**config.mk**
```make
export PLATFORM = sky130hd
export DESIGN_NAME = uart_rx_os
export DESIGN_NICKNAME = d
export VERILOG_FILES = /design/src/rtl/uart_rx_os.sv
export SDC_FILE = /design/constraint.sdc
export NUM_CORES = 1
export LEC_CHECK = 0
export CORE_UTILIZATION = 45
export DETAILED_ROUTE_END_ITERATION = 16
export PLACE_DENSITY = 0.68
export SLEW_MARGIN = 10
export SYNTH_ARGS = -nofsm -noshare
export SYNTH_HDL_FRONTEND = slang
export SYNTH_SLANG_ARGS = --single-unit
```
**constraint.sdc**
```tcl
create_clock -name clk -period 2.9 [get_ports clk]
set_input_delay 0.29 -clock clk [delete_from_list [all_inputs] [get_ports clk]]
set_output_delay 0.29 -clock clk [all_outputs]
set_load 0.01 [all_outputs]
```
**src/rtl/uart_rx_os.sv**
```systemverilog
// UART receiver: 8N1-style frames, LSB first, idle-high line, 16x oversampling.
// Samples each bit at its midpoint, rejects short start glitches, flags framing
// errors and overruns, and holds each good byte in a valid/ready register.
module uart_rx_os #(
  parameter int unsigned CLK_FREQ   = 100_000_000,
  parameter int unsigned BAUD       = 115200,
  parameter int unsigned OVERSAMPLE = 16,
  parameter int unsigned DATA_BITS  = 8
) (
  input  logic                 clk,
  input  logic                 rst_n,
  input  logic                 rx,
  output logic [DATA_BITS-1:0] rx_data,
  output logic                 rx_valid,
  input  logic                 rx_ready,
  output logic                 busy,
  output logic                 frame_err,
  output logic                 overrun
);

  localparam int unsigned DIV = CLK_FREQ / (BAUD * OVERSAMPLE);
  localparam int unsigned CW  = (DIV > 1) ? $clog2(DIV) : 1;
  localparam int unsigned SW  = (OVERSAMPLE > 1) ? $clog2(OVERSAMPLE) : 1;
  localparam int unsigned IW  = (DATA_BITS > 1) ? $clog2(DATA_BITS) : 1;

  typedef enum logic [2:0] {
    StIdle,
    StStart,
    StData,
    StStop,
    StBreak
  } state_e;

  state_e               state_q, state_d;
  logic                 rx_meta_q, rx_s_q, rx_prev_q;
  logic [CW-1:0]        tick_cnt_q, tick_cnt_d;
  logic [SW-1:0]        sub_q, sub_d;
  logic [IW-1:0]        idx_q, idx_d;
  logic [DATA_BITS-1:0] shift_q, shift_d;
  logic [DATA_BITS-1:0] data_q, data_d;
  logic                 valid_q, valid_d;
  logic                 ferr_q, ferr_d;
  logic                 ovr_q, ovr_d;
  logic                 tick, tick_clr, fall;

  assign tick = (tick_cnt_q == CW'(DIV - 1));
  assign fall = rx_prev_q & ~rx_s_q;

  // Two-flop synchronizer plus one history flop for falling-edge detection.
  always_ff @(posedge clk or negedge rst_n) begin
    if (!rst_n) begin
      rx_meta_q <= 1'b1;
      rx_s_q    <= 1'b1;
      rx_prev_q <= 1'b1;
    end else begin
      rx_meta_q <= rx;
      rx_s_q    <= rx_meta_q;
      rx_prev_q <= rx_s_q;
    end
  end

  // State, counters, shift register and output holding registers.
  always_ff @(posedge clk or negedge rst_n) begin
    if (!rst_n) begin
      state_q    <= StIdle;
      tick_cnt_q <= '0;
      sub_q      <= '0;
      idx_q      <= '0;
      shift_q    <= '0;
      data_q     <= '0;
      valid_q    <= 1'b0;
      ferr_q     <= 1'b0;
      ovr_q      <= 1'b0;
    end else begin
      state_q    <= state_d;
      tick_cnt_q <= tick_cnt_d;
      sub_q      <= sub_d;
      idx_q      <= idx_d;
      shift_q    <= shift_d;
      data_q     <= data_d;
      valid_q    <= valid_d;
      ferr_q     <= ferr_d;
      ovr_q      <= ovr_d;
    end
  end

  // Next-state logic: frame sequencing, sampling and holding-register handshake.
  always_comb begin
    state_d  = state_q;
    sub_d    = sub_q;
    idx_d    = idx_q;
    shift_d  = shift_q;
    data_d   = data_q;
    valid_d  = valid_q;
    ferr_d   = 1'b0;
    ovr_d    = 1'b0;
    tick_clr = 1'b0;

    // Consumer pop; a same-cycle load below overrides this.
    if (valid_q && rx_ready) begin
      valid_d = 1'b0;
    end

    unique case (state_q)
      StIdle: begin
        if (fall) begin
          state_d  = StStart;
          tick_clr = 1'b1;  // align the sampling phase to the detected edge
          sub_d    = '0;
        end
      end
      StStart: begin
        if (tick) begin
          if (sub_q == SW'(OVERSAMPLE / 2 - 1)) begin
            sub_d = '0;
            idx_d = '0;
            if (!rx_s_q) begin
              state_d = StData;
            end else begin
              state_d = StIdle;  // line went back high: glitch
            end
          end else begin
            sub_d = sub_q + 1'b1;
          end
        end
      end
      StData: begin
        if (tick) begin
          if (sub_q == SW'(OVERSAMPLE - 1)) begin
            sub_d          = '0;
            shift_d[idx_q] = rx_s_q;
            if (idx_q == IW'(DATA_BITS - 1)) begin
              state_d = StStop;
            end else begin
              idx_d = idx_q + 1'b1;
            end
          end else begin
            sub_d = sub_q + 1'b1;
          end
        end
      end
      StStop: begin
        if (tick) begin
          if (sub_q == SW'(OVERSAMPLE - 1)) begin
            sub_d = '0;
            if (rx_s_q) begin
              if (!valid_q || rx_ready) begin
                data_d  = shift_q;
                valid_d = 1'b1;
              end else begin
                ovr_d = 1'b1;
              end
              // Re-arm at mid stop bit to absorb transmitter clock skew.
              state_d = StIdle;
            end else begin
              ferr_d  = 1'b1;
              state_d = StBreak;
            end
          end else begin
            sub_d = sub_q + 1'b1;
          end
        end
      end
      StBreak: begin
        if (rx_s_q) begin
          state_d = StIdle;
        end
      end
      default: begin
        state_d = StIdle;
      end
    endcase

    if (tick_clr || tick) begin
      tick_cnt_d = '0;
    end else begin
      tick_cnt_d = tick_cnt_q + 1'b1;
    end
  end

  assign rx_data   = data_q;
  assign rx_valid  = valid_q;
  assign frame_err = ferr_q;
  assign overrun   = ovr_q;
  assign busy      = (state_q != StIdle);

endmodule

```
==> results <==
- The run finished with clean final reports.
- The height of the die is between 60 and 70 um.
- The area of the placeable core is approximately 4000 um2.
- For this run, the leading register cell type out of synthesis is sky130_fd_sc_hd__dfrtp_1.
- The initial standard-cell utilization of the core is 0.470.
- The cell count after placement is 223.
- The number of clock buffers added by TritonCTS is 5.
- Power spread over the standard cell area amounts to a little under 600 nW/um2.
- Of the total power, registers draw 0.528.
- Using the TritonRoute via totals, the vias-per-cell ratio works out to about 5.5.
- Adding up every negative setup slack in the final design gives 0 ns.
- STA classifies the critical path startpoint as a flip-flop.
- Setup slack on the worst reg-to-reg path comes out at 0.69 ns.
- From synthesis to final layout, the design area changed by 14.7%.
- Of all flip-flops after synthesis, the portion carrying an async set or reset was 1.00.
- The net count after synthesis is between 150 and 200.
- Subtracting the final worst setup slack from the clock period gives 2.21 ns.
- In this run the power spent charging and discharging nets is ~360 uW.
- Detailed routing inserted a total of 1,275 vias.
- Across the VDD grid, the largest voltage drop is ~0.34 mV.
- Among cell families on the critical path, the largest total delay comes from simple AND/OR/NAND/NOR gates.
- The post-DP HPWL is 2.30 mm.
- The dominant cell type by count on the critical path is sky130_fd_sc_hd__ha_1.
- Synthesis produced about 170 cells.
- The switching part of the total power is 0.281.
- The diode insertion count for antenna repair is 0.
- The cell with the largest stage delay on the worst path is sky130_fd_sc_hd__nor3b_1.
- In this run the cell area measured after placement is approximately 2000 um2.
- The final setup skew is around 0.0091 ns.
- The non-filler instance count after layout is between 200 and 250.
- The share of total power dissipated in the clock network is 0.347.
- TritonCTS built the clock tree.
- For this run, the top clock speed supported by timing is between 400 and 500 MHz.
- The mapped cell area is between 1500 and 2000 um2.
- For this run, the number of Yosys warnings is 0.
- The die covers between 4000 and 5000 um2.
- The most common cell in the netlist is sky130_fd_sc_hd__dfrtp_1.
- The clock passes through at most 2 buffers.
- The fraction of synthesized cell area taken by the top area cell type is 0.462.
- The TritonCTS sink count is 38.
- Data arrives at the worst endpoint at about 2.4 ns.
- The number of setup violations in the final report is 0.
- The number of port buffers is 15.
- The H-tree depth reported by CTS is 2.
- The kind of end point of the critical path is a flip-flop.
- In this run the post-CTS setup repair buffer count came out at 0.
- The share of total power dissipated in combinational logic is 0.125.
- The number of synthesized register bits is 38.
- The horizontal extent of the die is 66.9 um.
- Setup slack on the critical path of the routed design comes to 0.692 ns.
- The average footprint of a synthesized cell is roughly 11 um2.
- Data on the critical path is required at its endpoint by 3.08 ns.
- For this run, the total global-route usage over all layers was measured as 0.176.
- At the end of routability-driven placement, the weighted congestion stood at 0.749.
- The via count of the first global-routing pass is roughly 1,300.
- Once layout is done, the placed cells without fillers occupy around 2200 um2.
- Walking the worst path, the cells encountered are ha_1 -> ha_1 -> nor4bb_1 -> nor2_1 -> nor3b_1 -> mux2_2.
- The quantity of gates resized following cts is 0.
- Clock-pin slew was measured on the worst setup and hold paths at 0.08 ns.
- The number of maximum-capacitance constraint violations is 0.
- Summed over all instances, the cell type with the most area after synthesis is sky130_fd_sc_hd__dfrtp_1.
- The worst hold slack across all endpoints is between 0.09 and 0.1 ns.
- The cell internal power dissipation is 916 uW.
- The count of endpoints failing hold in the final timing report is 0.
- On the worst path, the slowest cell contributes a delay of 0.47 ns.
- The number of nets in the finished design is roughly 190.
- Setup repair after global routing left no endpoint under its margin.
- The relative slew slack is 0.452.
- The final standard cell utilization of the core is 0.540.
- The iteration-0 DRC count of the detailed router is 76.
- Sorting the synthesized cells by area gives the leading types as sky130_fd_sc_hd__dfrtp_1 46%, sky130_fd_sc_hd__mux2_2 10%, sky130_fd_sc_hd__dfstp_2 4.2%, sky130_fd_sc_hd__nand3_1 4.0%, sky130_fd_sc_hd__ha_1 3.3%.
- Counting both buffers and inverters, the worst setup path holds a total of 0.
- In this run the worst setup path begins at idx_q[0]$_DFFE_PN0P_.
- The first detailed-routing pass ran for 4 iterations.
- The total count of max-transition violations in the final report is 0.
- The sequential area share after synthesis is 0.504.
- The kind of path behind the tightest hold check is input port to async pin.
- The critical path class is flip-flop to flip-flop.
- The minimum setup slack after placement is slightly below 0.7 ns.
- After detailed routing, the average wire length per cell comes to roughly 14 um.
- The first-pass GRT wire length is about 5.9 mm.
- The total number of cells along the worst setup path is 6.
- The number of flops mapped to enable cells by yosys is 0.
- CTS placed an instance of sky130_fd_sc_hd__clkbuf_8 at the clock tree root.
- In this run the critical register-to-register path is launched from idx_q[0]$_DFFE_PN0P_.
- The number of remaining DRC errors is 0.
- For this design the top-level I/O count stands at 16.
- The measured slew at the worst slew-check pin is around 0.8 ns.
- The part of the cycle the worst path needs is 0.761.
- The capture point of the critical path is idx_q[0]$_DFFE_PN0P_.
- The cell row count is 23.
- The leakage power summed over all cells is about 1 nW.
- In the synthesized netlist, the cells that appear most often are 35 x sky130_fd_sc_hd__dfrtp_1, 17 x sky130_fd_sc_hd__mux2_2, 15 x sky130_fd_sc_hd__nand3_1, 13 x sky130_fd_sc_hd__nor2_1, 11 x sky130_fd_sc_hd__nand2_1.
- The total congestion overflow after global routing is 0.
- The number of hold buffers added after cts is 0.
- The capture point of the worst reg-to-reg path is idx_q[0]$_DFFE_PN0P_.
- The largest fanout of any net on the critical path is 8.
- Counting distinct cell types in the post-synthesis netlist gives 39.
- Entering global routing, the biggest net connects 39 pins.
- The total power is around 1.3 mW.
- The total length of routed wires is approximately 3.3 mm.
- The clock latency at the later pin of the worst-skew pair is roughly 0.28 ns.
- The worst register-to-register path has a depth of 6.
- In this run the remaining antenna-violating nets after routing total 0.
- The number of antenna violations at the first check in global routing is 0.
- The fraction of layout cells with a size suffix above 1 is 0.199.
==> power groups by stage <==
stage	clock (mW)	sequential, mW	combinational, mW
after floorplan	0	0.641	0.153
after CTS	0.453	0.674	0.160
after global routing	0.484	0.683	0.180
after global placement	0	0.680	0.156
final	0.442	0.673	0.159
after detailed placement	0	0.684	0.158
==> how the worst min path moves through the flow <==
stage | start | slack (ns) | depth (start not counted) | endpoint
floorplan | rst_n | -0.006 | 0 | frame_err$_DFF_PN0_
global placement | rx_meta_q$_DFF_PN1_ | 0.35 | 0 | rx_s_q$_DFF_PN1_
detailed placement | rx_meta_q$_DFF_PN1_ | 0.35 | 0 | rx_s_q$_DFF_PN1_
CTS | rst_n | 0.12 | 1 | state_q[0]$_DFFE_PN0P_
global route | rst_n | 0.16 | 1 | state_q[0]$_DFFE_PN0P_
finish | rst_n | 0.09 | 1 | sub_q[1]$_DFFE_PN0P_
==> metal layers <==
metal  routed length, um  share of wire  global-route usage
met2                1600           0.48               0.282
met5                   0              0                   0
met1                1540           0.47               0.229
met3                 143          0.043              0.0531
met4                  33         0.0099              0.0505
==> worst reg2reg max path, delay by kind of cell (launching register included) <==
kind          cells  cell delay, ns
flops             1            0.46
fa+ha+maj         2            0.44
simple gates      3            0.81
mux               1            0.39
==> cells by family after synthesis <==
group / synth area share
AND/OR/NAND/NOR: 0.227
flip-flops: 0.504
multiplexers: 0.127
AO/OA/AOI/OAI: 0.0535
buffers and inverters: 0.0323
XOR/XNOR: 0.0231
adder cells (fa/ha/maj): 0.0330
==> cell type report <==
cell class	count	area, um2
fill	359	1850
sequential	38	955
multi-input combinational	115	880
timing repair buffer	15	145
clock buffer	5	68.8
tap	50	62.6
clock inverter	3	45.0
inverter	5	18.8
==> cell usage in the layout (no fill, tap or decap), drive strengths merged, types with 2 or more instances in the layout <==
cell	instances
clkbuf	5
nor3	5
a21oi	2
clkinvlp	2
mux2i	5
inv	5
nor2	13
nor3b	2
ha	5
o21bai	2
nand2	11
nand4	4
o41ai	2
xnor2	2
mux2	17
nand3	15
xor2	3
dfrtp	35
clkdlybuf4s50	14
dfstp	3
nor2b	6
or3	3
nor4	2
o21ai	5
==> flip-flops by register name, summed over array words and instances, names as in the netlist <==
signal      count
rx_prev_q       1
tick_cnt_q      6
overrun         1
rx_meta_q       1
rx_s_q          1
state_q         3
sub_q           4
frame_err       1
rx_data         8
shift_q         8
rx_valid        1
idx_q           3
Power figures use the tool's default switching activity.
